$ cat src/rtl/mega_mul_seq.sv
// Iterative shift-add sequencer for the AVR MUL/MULS/MULSU/FMUL/FMULS/FMULSU family.
// Sign/magnitude datapath: unsigned 8x8 shift-add over 8 cycles, then one cycle of sign fix-up and result write.
//
// state  | meaning
// IDLE   | waiting for a legal start
// CALC   | one multiplier bit per cycle, LSB first (8 cycles)
// FIX    | apply sign, fractional shift, compute C/Z, write R
// DONE   | one-cycle done strobe; a legal start here chains directly into CALC

module mega_mul_seq #(
    parameter string ZERO_SKIP = "FALSE"
) (
    input  logic        i_clk,
    input  logic        i_rst,
    input  logic        i_start,
    input  logic [2:0]  i_op,
    input  logic [7:0]  i_rd,
    input  logic [7:0]  i_rr,
    input  logic        i_kill,
    output logic        o_busy,
    output logic        o_done,
    output logic [15:0] o_r,
    output logic        o_flag_c,
    output logic        o_flag_z
);

    typedef enum logic [1:0] {
        S_IDLE = 2'd0,
        S_CALC = 2'd1,
        S_FIX  = 2'd2,
        S_DONE = 2'd3
    } state_t;

    localparam bit SKIP_EN = (ZERO_SKIP == "TRUE");

    state_t      r_state;
    state_t      w_state_nx;
    logic [2:0]  r_cnt;
    logic [7:0]  r_ma;
    logic [7:0]  r_mb;
    logic        r_neg;
    logic        r_frac;
    logic [15:0] r_acc;
    logic [15:0] r_r;
    logic        r_flag_c;
    logic        r_flag_z;

    logic        w_legal;
    logic        w_signed_a;
    logic        w_signed_b;
    logic        w_neg_a;
    logic        w_neg_b;
    logic [7:0]  w_ma;
    logic [7:0]  w_mb;
    logic        w_idle_like;
    logic        w_accept;
    logic        w_zero_op;
    logic [15:0] w_addend;
    logic [15:0] w_acc_nx;
    logic [15:0] w_p;
    logic [15:0] w_r_fix;

    // Operand decode: only signed operands with bit 7 set are negated to magnitude.
    always_comb begin
        w_legal    = (i_op <= 3'd5);
        w_signed_a = (i_op == 3'd1) || (i_op == 3'd2) || (i_op == 3'd4) || (i_op == 3'd5);
        w_signed_b = (i_op == 3'd1) || (i_op == 3'd4);
        w_neg_a    = i_rd[7] & w_signed_a;
        w_neg_b    = i_rr[7] & w_signed_b;
        w_ma       = w_neg_a ? (~i_rd + 8'd1) : i_rd;
        w_mb       = w_neg_b ? (~i_rr + 8'd1) : i_rr;
        w_idle_like = (r_state == S_IDLE) || (r_state == S_DONE);
        w_accept   = i_start & ~i_kill & w_legal & w_idle_like;
        w_zero_op  = SKIP_EN & ((w_ma == 8'h00) | (w_mb == 8'h00));
    end

    always_comb begin
        w_addend = {8'h00, r_ma} << r_cnt;
        w_acc_nx = r_mb[r_cnt] ? (r_acc + w_addend) : r_acc;
        w_p      = r_neg ? (~r_acc + 16'd1) : r_acc;
        w_r_fix  = r_frac ? {w_p[14:0], 1'b0} : w_p;
    end

    always_comb begin
        w_state_nx = r_state;
        case (r_state)
            S_IDLE: begin
                if (w_accept) w_state_nx = w_zero_op ? S_FIX : S_CALC;
            end
            S_CALC: begin
                if (i_kill)             w_state_nx = S_IDLE;
                else if (r_cnt == 3'd7) w_state_nx = S_FIX;
            end
            S_FIX: begin
                w_state_nx = i_kill ? S_IDLE : S_DONE;
            end
            S_DONE: begin
                if (w_accept) w_state_nx = w_zero_op ? S_FIX : S_CALC;
                else          w_state_nx = S_IDLE;
            end
            default: w_state_nx = S_IDLE;
        endcase
    end

    always_ff @(posedge i_clk) begin
        if (i_rst) begin
            r_state  <= S_IDLE;
            r_cnt    <= 3'd0;
            r_ma     <= 8'h00;
            r_mb     <= 8'h00;
            r_neg    <= 1'b0;
            r_frac   <= 1'b0;
            r_acc    <= 16'h0000;
            r_r      <= 16'h0000;
            r_flag_c <= 1'b0;
            r_flag_z <= 1'b0;
        end else begin
            r_state <= w_state_nx;
            if (w_accept) begin
                r_ma   <= w_ma;
                r_mb   <= w_mb;
                r_neg  <= w_neg_a ^ w_neg_b;
                r_frac <= (i_op >= 3'd3);
                r_acc  <= 16'h0000;
                r_cnt  <= 3'd0;
            end else if ((r_state == S_CALC) && !i_kill) begin
                r_acc <= w_acc_nx;
                r_cnt <= r_cnt + 3'd1;
            end
            // Results only move at a surviving FIX edge; they persist across later operations.
            if ((r_state == S_FIX) && !i_kill) begin
                r_r      <= w_r_fix;
                r_flag_c <= w_p[15];
                r_flag_z <= (w_r_fix == 16'h0000);
            end
        end
    end

    assign o_busy   = (r_state == S_CALC) || (r_state == S_FIX);
    assign o_done   = (r_state == S_DONE);
    assign o_r      = r_r;
    assign o_flag_c = r_flag_c;
    assign o_flag_z = r_flag_z;

endmodule

$ cat config.mk
export PLATFORM = sky130hd
export DESIGN_NAME = mega_mul_seq
export DESIGN_NICKNAME = d
export VERILOG_FILES = /design/src/rtl/mega_mul_seq.sv
export SDC_FILE = /design/constraint.sdc
export NUM_CORES = 1
export LEC_CHECK = 0
export CAP_MARGIN = 20
export CORE_MARGIN = 3
export CORE_UTILIZATION = 50
export DETAILED_ROUTE_END_ITERATION = 16
export GPL_TIMING_DRIVEN = 0
export PLACE_DENSITY = 0.71
export SYNTH_ARGS = -nofsm -noshare
export SYNTH_HDL_FRONTEND = slang
export SYNTH_SLANG_ARGS = --single-unit
$ cat constraint.sdc
create_clock -name i_clk -period 4.65 [get_ports i_clk]
set_input_delay 0.93 -clock i_clk [delete_from_list [all_inputs] [get_ports i_clk]]
set_output_delay 0.93 -clock i_clk [all_outputs]
set_load 0.02 [all_outputs]
==> results.json, run 1 <==
{
  "globalRouteTotalUtil": 0.232,
  "synth.top_cells.by_area": "sky130_fd_sc_hd__dfxtp_1 27%, sky130_fd_sc_hd__ha_1 7.5%, sky130_fd_sc_hd__nand2_1 5.7%",
  "die_height_um": 97.2,
  "postSynthAreaPerCell_um2": 7.94,
  "routedWlPerCell_um": 15.5,
  "first_global_vias": 3793,
  "setup_viol": 0,
  "portBuffers": 42,
  "timing.hold.worst.start": "o_r[7]",
  "vdd.ir_drop.worst_mv": 0.133,
  "end_kind": "flip-flop",
  "tightest_slew_ns": 0.661,
  "grt_start_max_net_pins": 11,
  "ys_seq_elements": 57,
  "cts_resized": 0,
  "crit_required_ns": 4.93,
  "netlist_instances": 524,
  "finalHoldWorstSlack_ns": 0.451,
  "timing.final.crit_share": 0.825,
  "result_of_the_run": "finished, final reports clean",
  "tritoncts_num_sinks": 57,
  "synthToLayoutAreaGrowth_pct": 18.2,
  "final.min_clock_period_ns": 3.84,
  "synth_edf_count": 0,
  "grt_antenna_before_repair": 0,
  "clock_power_share": 0.410,
  "finalMaxSlewViolations": 0,
  "clock.fmax_mhz": 261,
  "timing.hold.worst_path_depth": 2,
  "number_of_diodes": 0,
  "wirelength_um": 10600,
  "ys_warn_count": 0,
  "route.detailed.vias_per_inst": 5.81,
  "finalNetCount": 626,
  "ctsHoldBuffers": 0,
  "floorplan.rows": 32,
  "count_of_h_tree_levels_built_during_cts": 3,
  "timing.setup.tns_ns": 0,
  "crit_path_start_kind": "flip-flop",
  "ff2ff_setup_slack_ns": 0.81,
  "place.gp.congestion": 0.949,
  "swShare": 0.276,
  "rsz_0062_raised_after_global_routing": "false",
  "leakage_power_figure_nw": 1.83,
  "switching_power_w": 0.000336,
  "yosysMostFrequentCell": "sky130_fd_sc_hd__nand2_1",
  "final_util": 0.623,
  "critical_path_peak_fanout": 10,
  "clock_insertion_delay_at_the_later_pin_of_the_skew_report_ns": 0.36,
  "dpl_hpwl_um": 8250,
  "path_clk_slew_ns": 0.07,
  "seq_area_um2": 1140,
  "synthesis.nets": 573,
  "hold_path_class": "reg2reg",
  "combPwrFrac": 0.166,
  "tritoncts": "built",
  "start_util": 0.527,
  "synth_cell_type_count": 64,
  "pwr-share-seq": 0.423,
  "synth-async-reset-ratio": 0,
  "worst_slew_margin_rel": 0.560,
  "detailedRoute.firstIterationViolations": 139,
  "worst_flop_to_flop_path_startpoint": "r_cnt[1]",
  "synth-main-ff-cell": "sky130_fd_sc_hd__dfxtp_1",
  "synthTopCellsByCount": "63 x sky130_fd_sc_hd__nand2_1, 57 x sky130_fd_sc_hd__dfxtp_1, 57 x sky130_fd_sc_hd__nor2_1",
  "r2r_end": "r_acc[14]",
  "final_worst_clock_skew_ns": 0.00574,
  "final_antenna_net_count": 0,
  "reported_max_cap_violation_count": 0,
  "synth.top_cell.area_share": 0.274,
  "grt_remaining_overflow": 0,
  "drtPass1Iterations": 4,
  "internal-power_w": 0.000881,
  "ios": 43,
  "cp.arrival_ns": 4.12,
  "floorplan.core_area_um2": 7890,
  "grt_pass1_wl_um": 18100,
  "r2r.worst_path.cells": 12,
  "remaining_drc_errors": 0,
  "die-area_um2": 9450,
  "worst_hold_path.endpoint": "o_r[7]",
  "syn_area_um2": 4160,
  "clock-root-buffer": "sky130_fd_sc_hd__clkbuf_8",
  "critical_path_class": "reg2reg",
  "cell_pwr_density_nw_per_um2": 248,
  "fill_cells": 694,
  "tritoncts.num_buffers": 9,
  "route.vias.total": 3972,
  "clock_path_buffers": 2,
  "die_x_um": 97.2,
  "post-cts-setup-buffers": 0,
  "synth_area_leader_cell": "sky130_fd_sc_hd__dfxtp_1",
  "synth.yosys.seq_area_share": 0.274,
  "final-hold-violation-count": 0,
  "share_of_final_layout_standard_cells_stronger_than_drive_strength_1": 0.0601,
  "multiInputGateArea_um2": 2800
}
worst max path at each step:
stage,startpoint,to,slack [ns],cells after the start
2_1_floorplan,r_cnt[1],r_acc[14],1.44,12
3_3_place_gp,r_cnt[1],r_acc[14],0.93,12
3_5_place_dp,r_cnt[1],r_acc[14],0.88,12
4_1_cts,r_cnt[1],r_acc[14],0.87,12
5_1_grt,r_cnt[1],r_acc[14],0.43,12
6_report,r_cnt[1],r_acc[14],0.81,12
area by class of cell:
| cell class | count | area share |
|---|---|---|
| timing repair buffer | 42 | 0.0855 |
| sequential | 57 | 0.232 |
| inverter | 18 | 0.0137 |
| multi-input combinational | 415 | 0.569 |
| tap | 102 | 0.0260 |
| clock inverter | 2 | 0.00713 |
| clock buffer | 14 | 0.0351 |
| buffer | 34 | 0.0311 |
state kept, by name, indices dropped and copies added (netlist names):
| register | flops |
|---|---|
| o_r | 16 |
| r_acc | 16 |
| r_ma | 8 |
| r_mb | 8 |
| r_cnt | 3 |
| r_state | 2 |
| o_flag_c | 1 |
| o_flag_z | 1 |
| r_frac | 1 |
| r_neg | 1 |
through the flow:
step / power (W) / worst slack [ns] / cells / area (um^2)
final: 0.00122 / 0.814 / 684 / 4910
after global routing: 0.00127 / 0.426 / 684 / 4910
after CTS: 0.00122 / 0.869 / 684 / 4910
after floorplan: 0.000661 / 1.44 / 524 / 4160
after global placement: 0.000723 / 0.928 / 668 / 4710
after detailed placement: 0.000727 / 0.879 / 668 / 4710
metal layers:
metal | part of all wire | track usage
met2 | 0.47 | 0.383
met4 | 0.015 | 0.0756
met5 | 0 | 0
met1 | 0.46 | 0.298
met3 | 0.051 | 0.0574
placed cells by master, fill, tap and decap left out, types with 3 or more instances in the layout:
| master | instances |
|---|---|
| sky130_fd_sc_hd__o31ai_1 | 7 |
| sky130_fd_sc_hd__nor2_1 | 57 |
| sky130_fd_sc_hd__clkbuf_1 | 26 |
| sky130_fd_sc_hd__clkdlybuf4s50_1 | 42 |
| sky130_fd_sc_hd__buf_1 | 5 |
| sky130_fd_sc_hd__inv_1 | 18 |
| sky130_fd_sc_hd__a311oi_1 | 5 |
| sky130_fd_sc_hd__and3_1 | 3 |
| sky130_fd_sc_hd__clkbuf_8 | 12 |
| sky130_fd_sc_hd__a211oi_1 | 19 |
| sky130_fd_sc_hd__o211ai_1 | 11 |
| sky130_fd_sc_hd__or3_1 | 11 |
| sky130_fd_sc_hd__a21o_1 | 4 |
| sky130_fd_sc_hd__nand3_1 | 8 |
| sky130_fd_sc_hd__nand2_1 | 63 |
| sky130_fd_sc_hd__o21ai_0 | 24 |
| sky130_fd_sc_hd__a41oi_1 | 3 |
| sky130_fd_sc_hd__xnor2_1 | 23 |
| sky130_fd_sc_hd__buf_6 | 3 |
| sky130_fd_sc_hd__nor3b_1 | 3 |
| sky130_fd_sc_hd__mux2i_1 | 22 |
| sky130_fd_sc_hd__mux2_2 | 5 |
| sky130_fd_sc_hd__nand2b_1 | 4 |
| sky130_fd_sc_hd__xor2_1 | 10 |
| sky130_fd_sc_hd__ha_1 | 25 |
| sky130_fd_sc_hd__dfxtp_1 | 57 |
| sky130_fd_sc_hd__nor4_1 | 3 |
| sky130_fd_sc_hd__nor2b_1 | 4 |
| sky130_fd_sc_hd__nand3b_1 | 3 |
| sky130_fd_sc_hd__a31oi_1 | 5 |
| sky130_fd_sc_hd__nand4_1 | 3 |
| sky130_fd_sc_hd__o22ai_1 | 5 |
| sky130_fd_sc_hd__nor3_1 | 9 |
| sky130_fd_sc_hd__a21oi_1 | 34 |
| sky130_fd_sc_hd__and2_1 | 6 |
critical path, stage by stage, from the launching register on:
cell,delay (ns)
sky130_fd_sc_hd__dfxtp_1,0.33
sky130_fd_sc_hd__clkbuf_1,0.35
sky130_fd_sc_hd__clkbuf_1,0.43
sky130_fd_sc_hd__mux2i_1,0.32
sky130_fd_sc_hd__o22ai_1,0.14
sky130_fd_sc_hd__and2_1,0.21
sky130_fd_sc_hd__ha_1,0.34
sky130_fd_sc_hd__a211oi_1,0.37
sky130_fd_sc_hd__o211ai_1,0.16
sky130_fd_sc_hd__a311oi_1,0.47
sky130_fd_sc_hd__a211oi_1,0.16
sky130_fd_sc_hd__or3_1,0.39
sky130_fd_sc_hd__o211ai_1,0.08
cell families (layout without fill, tap and decap cells):
kind of cell,count (synthesis),in the layout,synth area share
and+or+nand+nor,188,188,0.217
buffers and inverters,52,110,0.0529
adders and majority gates,26,26,0.0800
DFF,57,57,0.274
AOI/OAI and AO/OA,139,139,0.229
muxes,29,29,0.0773
xor gates and xnor gates,33,33,0.0695
power groups by stage:
stage               Clock (W)  Combinational [W]  Sequential [W]
floorplan                   0           0.000138        0.000523
finish               0.000499           0.000203        0.000515
global placement            0           0.000197        0.000525
CTS                  0.000506           0.000202        0.000515
global route         0.000525           0.000226        0.000517
detailed placement          0           0.000202        0.000526
No activity file was read; power rests on OpenSTA's default activity.
==> run 2: changes to the inputs <==
--- a/config.mk
+++ b/config.mk
@@ -10,7 +10,7 @@
 export CORE_UTILIZATION = 50
 export DETAILED_ROUTE_END_ITERATION = 16
 export GPL_TIMING_DRIVEN = 0
-export PLACE_DENSITY = 0.71
+export PLACE_DENSITY = 0.73
 export SYNTH_ARGS = -nofsm -noshare
 export SYNTH_HDL_FRONTEND = slang
 export SYNTH_SLANG_ARGS = --single-unit
==> constraint.sdc (replaced) <==
create_clock -name i_clk -period 3.2 [get_ports i_clk]
set_input_delay 0.64 -clock i_clk [delete_from_list [all_inputs] [get_ports i_clk]]
set_output_delay 0.64 -clock i_clk [all_outputs]
set_load 0.02 [all_outputs]
==> results.json, run 2 (synthesis gave the netlist of run 1 again) <==
{
  "result_of_the_run": "finished, final reports clean",
  "crit_path_top_delay_cell": "sky130_fd_sc_hd__fa_2",
  "crit_path_start_kind": "flip-flop",
  "finish.cell_count_without_fillers": 685,
  "setup_viol": 0,
  "worst_setup_slack_after_layout_ns": 0.177,
  "first_global_vias": 3924,
  "start_util": 0.527,
  "place_inst": 668,
  "routedWlPerCell_um": 16.0,
  "finalMaxSlewViolations": 0,
  "timing.final.crit_share": 0.945,
  "clock_insertion_delay_at_the_later_pin_of_the_skew_report_ns": 0.34,
  "remaining_drc_errors": 0,
  "hold_path_class": "reg2reg",
  "globalRouteTotalUtil": 0.235,
  "final_antenna_net_count": 0,
  "finalNetCount": 628,
  "grt_remaining_overflow": 0,
  "tightest_slew_ns": 0.706,
  "end_kind": "flip-flop",
  "final-hold-violation-count": 0,
  "tritoncts": "built",
  "die_height_um": 97.2,
  "detailedRoute.firstIterationViolations": 245,
  "floorplan.core_area_um2": 7890,
  "final_worst_clock_skew_ns": 0.00883,
  "placedInstanceArea_um2": 4710,
  "reported_max_cap_violation_count": 0,
  "crit_required_ns": 3.46,
  "floorplan.rows": 32,
  "grt_pass1_wl_um": 18500,
  "route.detailed.vias_per_inst": 5.93,
  "path_clk_slew_ns": 0.07,
  "place.gp.congestion": 0.907,
  "die_x_um": 97.2,
  "timing.setup.tns_ns": 0,
  "route.vias.total": 4065,
  "clock_path_buffers": 2,
  "final.min_clock_period_ns": 3.02,
  "rsz_0062_raised_after_global_routing": "false",
  "number_of_diodes": 0,
  "worst_slew_margin_rel": 0.529,
  "ff2ff_setup_slack_ns": 0.18,
  "grt_start_max_net_pins": 11,
  "wirelength_um": 11000,
  "drtPass1Iterations": 5,
  "synthToLayoutAreaGrowth_pct": 19.1,
  "timing.critical_path.max_delay_family": "compound AO/OA/AOI/OAI gates",
  "layout.cells.most_common": "sky130_fd_sc_hd__nand2_1",
  "critPathMostFrequentCell": "sky130_fd_sc_hd__o211ai_1",
  "cp_cell_sequence": "clkbuf_4 > buf_4 > nand2b_1 > nor3_1 > ha_1 > fa_2 > a211oi_4 > o211ai_1 > a311oi_2 > a211oi_1 > or3_1 > o211ai_1",
  "share_of_final_layout_standard_cells_stronger_than_drive_strength_1": 0.0858,
  "cp_num_buf_inv": 2,
  "vdd.ir_drop.worst_mv": 0.167,
  "post-layout-total-power_w": 0.00165,
  "clock.fmax_mhz": 331,
  "clock-root-buffer": "sky130_fd_sc_hd__clkbuf_8",
  "ios": 43,
  "pre_cts_slack_ns": -0.565,
  "final_design_area_no_fill_um2": 4950,
  "cell_pwr_density_nw_per_um2": 333,
  "count_of_h_tree_levels_built_during_cts": 3,
  "die-area_um2": 9450,
  "tritoncts.num_buffers": 9,
  "portBuffers": 42,
  "critical_path_class": "reg2reg",
  "ctsHoldBuffers": 0,
  "leakage_power_figure_nw": 1.84,
  "cp_slowest_stage_delay_ns": 0.40,
  "layout.cells.most_common_list": "63 x sky130_fd_sc_hd__nand2_1, 57 x sky130_fd_sc_hd__nor2_1, 57 x sky130_fd_sc_hd__dfxtp_1",
  "grt_antenna_before_repair": 0,
  "critical_path_peak_fanout": 10,
  "cp.arrival_ns": 3.29,
  "tritoncts_num_sinks": 57,
  "dpl_hpwl_um": 8550
}
run 2: what timing repair did:
item,CTS,global route
pin swaps,2,3
resized for setup,7,17
setup buffers,2,0
setup endpoints to repair,6,6
run 2: where the power goes:
part           internal (W)  total (W)  switching (W)
registers          0.000732   0.000749      0.0000171
logic              0.000130   0.000303       0.000174
clock network      0.000294   0.000596       0.000302
total               0.00116    0.00165       0.000493
run 2: layout make-up:
class | count | area, um^2
Timing Repair Buffer | 44 | 435
Clock buffer | 10 | 138
Fill cell | 693 | 2940
Tap cell | 102 | 128
Sequential cell | 57 | 1140
Clock inverter | 5 | 32.5
Inverter | 18 | 67.6
Buffer | 34 | 171
Multi-Input combinational cell | 415 | 2840
run 2: path summary, 6_finish.rpt:
path,start,to,cells after the start
max,r_cnt[0],r_acc[14],12
min,o_r[1],o_r[1],2
max reg2reg,r_cnt[0],r_acc[14],12
min reg2reg,o_r[1],o_r[1],2
run 2: worst min-delay path, stage by stage, from the launching register on:
cell,delay (ns)
sky130_fd_sc_hd__dfxtp_1,0.31
sky130_fd_sc_hd__nand2_1,0.05
sky130_fd_sc_hd__a21oi_1,0.05
run 2: metal layers:
layer | vias up | GRT usage | part of all wire
met5 | - | 0 | 0
met4 | 0 | 0.0626 | 0.016
met3 | 24 | 0.0567 | 0.063
met2 | 133 | 0.411 | 0.49
met1 | 1909 | 0.287 | 0.43
li1 | 1999 | - | -
run 2: metrics by stage:
step,utilization,hold slack (ns)
6_report,0.628,0.454
5_1_grt,0.628,0.474
4_1_cts,0.623,0.454
3_5_place_dp,0.597,0.446
3_3_place_gp,0.597,0.439
2_1_floorplan,-,0.447
